===== src/rtl/memory_stage.sv =====
// Pipeline MEM stage: issues data-memory loads/stores, formats load data and registers results
// for Writeback, stalling upstream while a load is outstanding.
module memory_stage #(
    parameter int unsigned AddrWidth = 32
) (
    input  logic                 clk_i,
    input  logic                 rst_ni,
    input  logic                 flush_i,
    input  logic                 in_valid_i,
    input  logic [31:0]          in_program_counter_i,
    input  logic [31:0]          in_result_i,
    input  logic [31:0]          in_store_data_i,
    input  logic [4:0]           in_dest_reg_i,
    input  logic                 in_read_enable_i,
    input  logic                 in_write_enable_i,
    input  logic [1:0]           in_width_i,
    input  logic                 in_signed_i,
    output logic                 mem_stall_o,
    output logic                 dmem_req_valid_o,
    input  logic                 dmem_req_ready_i,
    output logic [AddrWidth-1:0] dmem_addr_o,
    output logic                 dmem_write_o,
    output logic [3:0]           dmem_byte_enable_o,
    output logic [31:0]          dmem_write_data_o,
    input  logic                 dmem_resp_valid_i,
    input  logic [31:0]          dmem_resp_data_i,
    output logic                 out_valid_o,
    output logic [31:0]          out_program_counter_o,
    output logic [4:0]           out_dest_reg_o,
    output logic [31:0]          out_data_o,
    output logic                 out_misaligned_o
);
    typedef enum logic [1:0] {StIdle, StWaitResp, StDrain} state_e;

    state_e      state_q, state_d;
    logic        out_valid_q, out_valid_d;
    logic [31:0] out_pc_q, out_pc_d;
    logic [4:0]  out_rd_q, out_rd_d;
    logic [31:0] out_data_q, out_data_d;
    logic        out_mis_q, out_mis_d;
    logic [1:0]  ld_offset_q, ld_offset_d;
    logic [1:0]  ld_width_q, ld_width_d;
    logic        ld_signed_q, ld_signed_d;
    logic [4:0]  ld_rd_q, ld_rd_d;
    logic [31:0] ld_pc_q, ld_pc_d;

    logic [1:0]  offset;
    logic        is_half, is_word, mem_op, misaligned, req_valid, mem_stall;
    logic [31:0] resp_shifted, load_data;

    assign offset     = in_result_i[1:0];
    assign is_half    = (in_width_i == 2'd1);
    assign is_word    = in_width_i[1];
    assign mem_op     = in_valid_i & (in_read_enable_i | in_write_enable_i) & ~flush_i;
    assign misaligned = mem_op & ((is_half & offset[0]) | (is_word & (offset != 2'b00)));

    assign dmem_addr_o  = {in_result_i[AddrWidth-1:2], 2'b00};
    assign dmem_write_o = in_write_enable_i;

    always_comb begin
        dmem_write_data_o  = in_store_data_i;
        dmem_byte_enable_o = 4'b1111;
        case (in_width_i)
            2'd0: begin
                dmem_write_data_o  = {4{in_store_data_i[7:0]}};
                dmem_byte_enable_o = 4'b0001 << offset;
            end
            2'd1: begin
                dmem_write_data_o  = {2{in_store_data_i[15:0]}};
                dmem_byte_enable_o = 4'b0011 << offset;
            end
            default: ;
        endcase
        if (!in_write_enable_i) dmem_byte_enable_o = 4'b0000;
    end

    assign resp_shifted = dmem_resp_data_i >> {ld_offset_q, 3'b000};

    always_comb begin
        case (ld_width_q)
            2'd0: load_data = ld_signed_q ? {{24{resp_shifted[7]}}, resp_shifted[7:0]}
                                          : {24'd0, resp_shifted[7:0]};
            2'd1: load_data = ld_signed_q ? {{16{resp_shifted[15]}}, resp_shifted[15:0]}
                                          : {16'd0, resp_shifted[15:0]};
            default: load_data = dmem_resp_data_i;
        endcase
    end

    always_comb begin
        state_d     = state_q;
        req_valid   = 1'b0;
        mem_stall   = 1'b0;
        out_valid_d = 1'b0;
        out_mis_d   = 1'b0;
        out_pc_d    = out_pc_q;
        out_rd_d    = out_rd_q;
        out_data_d  = out_data_q;
        ld_offset_d = ld_offset_q;
        ld_width_d  = ld_width_q;
        ld_signed_d = ld_signed_q;
        ld_rd_d     = ld_rd_q;
        ld_pc_d     = ld_pc_q;
        unique case (state_q)
            StIdle: begin
                req_valid = mem_op & ~misaligned;
                if (req_valid) begin
                    if (!dmem_req_ready_i) begin
                        mem_stall = 1'b1;
                    end else if (!in_write_enable_i) begin
                        mem_stall   = 1'b1;
                        state_d     = StWaitResp;
                        ld_offset_d = offset;
                        ld_width_d  = in_width_i;
                        ld_signed_d = in_signed_i;
                        ld_rd_d     = in_dest_reg_i;
                        ld_pc_d     = in_program_counter_i;
                    end
                end
                if (!mem_stall) begin
                    out_valid_d = in_valid_i & ~flush_i;
                    out_pc_d    = in_program_counter_i;
                    out_rd_d    = in_dest_reg_i;
                    out_data_d  = in_result_i;
                    out_mis_d   = misaligned;
                end
            end
            StWaitResp: begin
                if (dmem_resp_valid_i) begin
                    state_d = StIdle;
                    // A flush landing with the response still kills the load.
                    if (!flush_i) begin
                        out_valid_d = 1'b1;
                        out_pc_d    = ld_pc_q;
                        out_rd_d    = ld_rd_q;
                        out_data_d  = load_data;
                    end
                end else if (flush_i) begin
                    state_d = StDrain;
                end else begin
                    mem_stall = 1'b1;
                end
            end
            StDrain: begin
                mem_stall = mem_op;
                if (dmem_resp_valid_i) state_d = StIdle;
                if (!mem_op) begin
                    out_valid_d = in_valid_i & ~flush_i;
                    out_pc_d    = in_program_counter_i;
                    out_rd_d    = in_dest_reg_i;
                    out_data_d  = in_result_i;
                end
            end
            default: state_d = StIdle;
        endcase
    end

    always_ff @(posedge clk_i or negedge rst_ni) begin
        if (!rst_ni) begin
            state_q     <= StIdle;
            out_valid_q <= 1'b0;
            out_pc_q    <= 32'd0;
            out_rd_q    <= 5'd0;
            out_data_q  <= 32'd0;
            out_mis_q   <= 1'b0;
            ld_offset_q <= 2'd0;
            ld_width_q  <= 2'd0;
            ld_signed_q <= 1'b0;
            ld_rd_q     <= 5'd0;
            ld_pc_q     <= 32'd0;
        end else begin
            state_q     <= state_d;
            out_valid_q <= out_valid_d;
            out_pc_q    <= out_pc_d;
            out_rd_q    <= out_rd_d;
            out_data_q  <= out_data_d;
            out_mis_q   <= out_mis_d;
            ld_offset_q <= ld_offset_d;
            ld_width_q  <= ld_width_d;
            ld_signed_q <= ld_signed_d;
            ld_rd_q     <= ld_rd_d;
            ld_pc_q     <= ld_pc_d;
        end
    end

    assign mem_stall_o           = mem_stall;
    assign dmem_req_valid_o      = req_valid;
    assign out_valid_o           = out_valid_q;
    assign out_program_counter_o = out_pc_q;
    assign out_dest_reg_o        = out_rd_q;
    assign out_data_o            = out_data_q;
    assign out_misaligned_o      = out_mis_q;

endmodule


===== config.mk =====
export PLATFORM = sky130hd
export DESIGN_NAME = memory_stage
export DESIGN_NICKNAME = d
export VERILOG_FILES = /design/src/rtl/memory_stage.sv
export SDC_FILE = /design/constraint.sdc
export NUM_CORES = 1
export LEC_CHECK = 0
export ABC_CLOCK_PERIOD_IN_PS = 1800
export BUFFER_PORTS_ARGS = -buffer_cell sky130_fd_sc_hd__buf_2
export CAP_MARGIN = 0
export CORE_ASPECT_RATIO = 1.25
export CORE_UTILIZATION = 45
export CTS_BUF_LIST = sky130_fd_sc_hd__clkbuf_4
export DETAILED_ROUTE_END_ITERATION = 10
export HOLD_SLACK_MARGIN = 0.06
export PLACE_DENSITY = 0.78
export RECOVER_POWER = 100
export SYNTH_ARGS = -nofsm -noshare
export SYNTH_HDL_FRONTEND = slang
export SYNTH_SLANG_ARGS = --single-unit

===== constraint.sdc =====
create_clock -name clk_i -period 1.8 [get_ports clk_i]
set_input_delay 0.27 -clock clk_i [delete_from_list [all_inputs] [get_ports clk_i]]
set_output_delay 0.27 -clock clk_i [all_outputs]
set_load 0.1 [all_outputs]

# ---- Word-level counts from Yosys, hierarchy flattened
# Cells that the tools add are included.
dict set report op_classes {
  add_sub_neg 0
  multipliers 0
  n_reduce_logical 8
  n_mux 42
  bitwise_logic 12
  eq_ne 13
  div 0
  shift 3
  n_lt_le_gt_ge 0
}
# operator n
set op_table {}
lappend op_table {{$mux 32} 10}
lappend op_table {{$pmux 32 s3} 2}
lappend op_table {{$pmux 32 s2} 2}
lappend op_table {{$shr 32x5->16} 1}
lappend op_table {{$mux 5} 4}
lappend op_table {{$ne 2x2->1 const B} 8}
lappend op_table {{$pmux 5 s3} 1}
lappend op_table {{$mux 1} 12}
lappend op_table {{$mux 2} 6}
lappend op_table {{$reduce_and 5->1} 2}
lappend op_table {{$pmux 4 s2} 1}
lappend op_table {{$and 1x1->1} 7}
lappend op_table {{$eq 2x1->1 const B} 3}
lappend op_table {{$logic_not 2->1} 3}
lappend op_table {{$pmux 1 s3} 2}
lappend op_table {{$pmux 2 s3} 1}
lappend op_table {{$mux 4} 1}
lappend op_table {{$reduce_and 4->1} 1}
lappend op_table {{$shl 1x2->4 const A} 1}
lappend op_table {{$shl 2x2->4 const A} 1}
lappend op_table {{$ne 3x3->1 const B} 1}
lappend op_table {{$not 1->1} 3}
lappend op_table {{$reduce_bool 3->1} 1}
lappend op_table {{$eq 2x2->1 const B} 1}
lappend op_table {{other kinds (2)} 3}
dict set report totals {
  inputBits 144
  mem_count 0
  register_bits 115
  rom_bits 0
  mem_bits_rw 0
  latchBits 0
  wordCells 89
}

# ---- Longest topological paths before layout
dict set report logic_depth {
  depth_word 10
  mapped_depth 8
}

# ---- Worst setup path before layout
# OpenSTA, ideal clock, no wires.
dict set report synth_timing {
  kind {input -> output}
  start {in in_width_i[0]}
  end {out dmem_write_data_o[24]}
  stages 3
  n_path_buf 1
  path_slack_ns -1.388
  arrival_time_ns 2.918
  required_ns 1.530
  cell_sequence {buf_1 -> mux2i_1 -> o21ai_0}
}
dict set report synth_between {
  elab_chain_cells 2
}
# element line_no
set synth_rtl {}
lappend synth_rtl {{start, declared} 16} ;# input logic [1:0] in_width_i,
lappend synth_rtl {{$eq 2x1->1 or $logic_not 2->1 (tied branches)} 63} ;# case (in_width_i)
lappend synth_rtl {{$pmux 32 s2 (*)} 63}
lappend synth_rtl {{end, declared} 24} ;# output logic [31:0] dmem_write_data_o,
# Mark *: on every way between the ends. The rest lies on a longest branch, timed or not.

# ---- Worst setup path in the final report
dict set report layout_timing {
  start {reg state_q[0]}
  end {out mem_stall_o}
}
dict set report layout_between {
  elab_chain_cells 2
}
# element line_no
set layout_rtl {}
lappend layout_rtl {{start, declared} 35} ;# state_e state_q, state_d;
lappend layout_rtl {{start signal, assigned} 159} ;# state_q <= StIdle;
lappend layout_rtl {{start signal, assigned} 171} ;# state_q <= state_d;
lappend layout_rtl {{$eq 2x2->1, or another cell as far along} 103} ;# unique case (state_q)
lappend layout_rtl {{$pmux 1 s3 (*)} 103}
lappend layout_rtl {{end, declared} 18} ;# output logic mem_stall_o,
# Marked as above.

==> out/qor.txt <==
Yosys warning total = 0
layout cell share with drive strength beyond 1 = 53.3%
initial antenna violation count = 3
CP arrival = 1.91 ns
Critical-path top delay cell = or4b_4
Leak = 4.74 nW
worst skew pair latency = 0.53 ns
Post-DP Area = 8960 um2
commonest non-fill, non-tap cell in the layout = buf_2
CP required = 1.53 ns
final setup TNS = -5.43 ns
Starting Density = 46.5%
port bufs = 283
HPWL Detailed = 15500 um
Ports = 286
worst min-delay path category = primary input to flop
routed via count = 6789
number of synthesized flops with an enable pin = 0
Synth Flop Type = dfrtp_1
commonest cells after routing, fill and taps aside = 223 x buf_2, 113 x dfrtp_1, 61 x nand4_1
Async S/R FF share, synth = 100%
first-pass GRT wire length = 35400 um
Final min period = 2.18 ns
Final Hold Viols = 0
Avg Synthesized Cell Area = 11.0 um2
Worst slew margin = 16.8%
Post-Syn Instances = 620
Placed Cells = 1040
final setup vio count = 67
CTS tree = done
CTS buffer count = 17
Setup WS post-layout = -0.378 ns
DRC Markers = 18
WL per Instance = 21.3 um
Fin Clk Skew = 0.0181 ns
cell area after layout = 10500 um2
Final nets = 1099
maximum number of pins on one net before global-route repair = 116
via/cell ratio = 5.91
Yosys reg bits = 115
number of max-cap violations = 0
Slew @ Worst Pin = 1.25 ns
CP startpoint kind = flop
DR pass1 iterations = 8
post-route ant nets = 0
Slew Viols, Final = 0
Setup crit end kind = primary output
Post-Syn Area = 6790 um2
FP Rows = 49
VDD IR-drop max = 0.562 mV
grt ovf = 0
post-layout util = 72.0%
Synth cell types = 51
Die Y = 139 um
status = complete, but fails checks
Longest Clk Path Bufs = 2
Max Freq = 459 MHz
root buffer cell = clkbuf_4
Area Growth Syn to Fin = 54.7%
power per standard cell area = 921 nW/um2
Sink Count = 115
Placer Congestion = 0.957
die area = 15600 um2
Fill cells = 1030
clock slew at reported path FFs = 0.12 ns
Tcrit/Tclk final = 121%
worst-path maximum fanout = 4
WS Path Type = flop to primary output
CORE AREA = 14600 um2
Die Width = 112 um
vias in the first global route = 6837
RSZ-0062 raised after global routing = true
max incr delay on CP = 0.56 ns
H-tree lvl count = 4
Total Routed Length = 24400 um
CP Cell Sequence = or4b_4, a21oi_4, buf_12
initial DRC count = 597
post-synthesis sequential area ratio = 42.4%
Finished Layout Cells = 1148
failing checks = DRC, setup timing
global-route usage over all layers = 29.2%
what timing repair did:
action / in CTS / in global routing
pin swaps: 4 / 19
resized for setup: 16 / 85
gates cloned: 0 / 9
setup endpoints to repair: 19 / 100
hold buffers: 50 / 0
buffers inserted: 8 / 9
endpoints found under the hold margin: 198 / 0
state kept, by name, summed over array words and instances (netlist names):
register and count:
out_misaligned_o 1, out_valid_o 1, ld_signed_q 1, out_dest_reg_o 5, ld_pc_q 32, ld_rd_q 5
ld_offset_q 2, state_q 2, out_data_o 32, out_program_counter_o 32, ld_width_q 2
metrics by stage:
step	setup WS, ns	hold slack, ns	power (mW)
after floorplan	-0.202	-0.0256	6.34
after global placement	-0.0428	0.407	7.34
after detailed placement	-0.0902	0.414	7.40
after CTS	-0.385	0.0611	9.29
after global routing	-0.441	0.0623	10.0
final	-0.378	0.0754	9.68
where the power goes:
group	internal (mW)	total, mW	leakage (nW)	switching (mW)
Clock	0.577	1.76	0.126	1.18
Combinational	1.50	4.69	3.23	3.19
Sequential	2.97	3.23	1.39	0.253
kinds of logic (layout without fill, tap and decap cells):
group,Yosys count,after routing,synth area share (%)
and+or+nand+nor,134,134,11.7
DFF,115,115,42.4
muxes,114,114,20.2
buffers and inverters,108,454,9.47
other,1,4,0.0552
AOI/OAI and AO/OA,148,149,16.2
per-layer routing:
layer | up-vias | GRT usage, % | routed length, um
li1 | 3028 | - | -
met5 | - | 0 | 8
met4 | 2 | 16.3 | 1210
met3 | 96 | 6.10 | 1520
met2 | 363 | 53.0 | 12800
met1 | 3300 | 31.4 | 8860
final timing paths:
| path | from | endpoint | slack [ns] | depth (start not counted) |
|---|---|---|---|---|
| hold reg to reg | out_data_o[6]$_DFFE_PN0P_ | out_data_o[6]$_DFFE_PN0P_ | 0.52 | 1 |
| min in group asynchronous | rst_ni | out_program_counter_o[13]$_DFFE_PN0P_ | 0.56 | 3 |
| max in group asynchronous | rst_ni | state_q[0]$_DFFE_PN0P_ | 0.49 | 3 |
| setup reg to reg | state_q[0]$_DFFE_PN0P_ | out_data_o[21]$_DFFE_PN0P_ | -0.13 | 7 |
| hold / removal | in_result_i[18] | out_data_o[18]$_DFFE_PN0P_ | 0.08 | 3 |
| setup / recovery | state_q[0]$_DFFE_PN0P_ | mem_stall_o | -0.38 | 3 |
synth_stat cells, types with 2 or more instances:
master     instances  share of area, %
a21oi_1            4              0.29
a221oi_1          23               3.0
a22o_1             2              0.26
a2bb2oi_1          7              0.90
a31oi_1            8              0.74
and2_1             3              0.28
buf_1              6              0.33
buf_2             16               1.2
buf_4             44               4.9
buf_6              7               1.2
clkbuf_1          32               1.8
dfrtp_1          115                42
inv_1              3              0.17
mux2_2            20               3.3
mux2_4            39               8.6
mux2i_1           53               7.8
nand2_1           18              0.99
nand2b_1           4              0.37
nand4_1           61               5.6
nor2_1            27               1.5
nor2b_1            6              0.55
nor4_1             6              0.55
o211ai_1           7              0.77
o21a_1             4              0.44
o21ai_0            9              0.66
o21ai_1           37               2.7
o221ai_1           7              0.90
o2bb2ai_1          6              0.77
o311ai_0           7              0.90
o31ai_1           15               1.7
o31ai_2            4              0.74
worst max-delay path: cells and delay by family (launching register included):
family                 cells  cell delay [ns]
AO/OA/AOI/OAI              1             0.16
buffers and inverters      1             0.19
flip-flops                 1             0.47
AND/OR/NAND/NOR            1             0.56
final cells by class:
class	count	area (um2)	share of cell area, %
Multi-Input combinational cell	399	3850	36.7
Timing Repair Buffer	419	3290	31.3
Sequential cell	115	2880	27.4
Tap cell	178	223	2.12
Clock buffer	17	128	1.21
Clock inverter	15	120	1.14
Inverter	3	11.3	0.107
Antenna cell	2	5.00	0.0476
No activity file was read; power rests on OpenSTA's default activity.
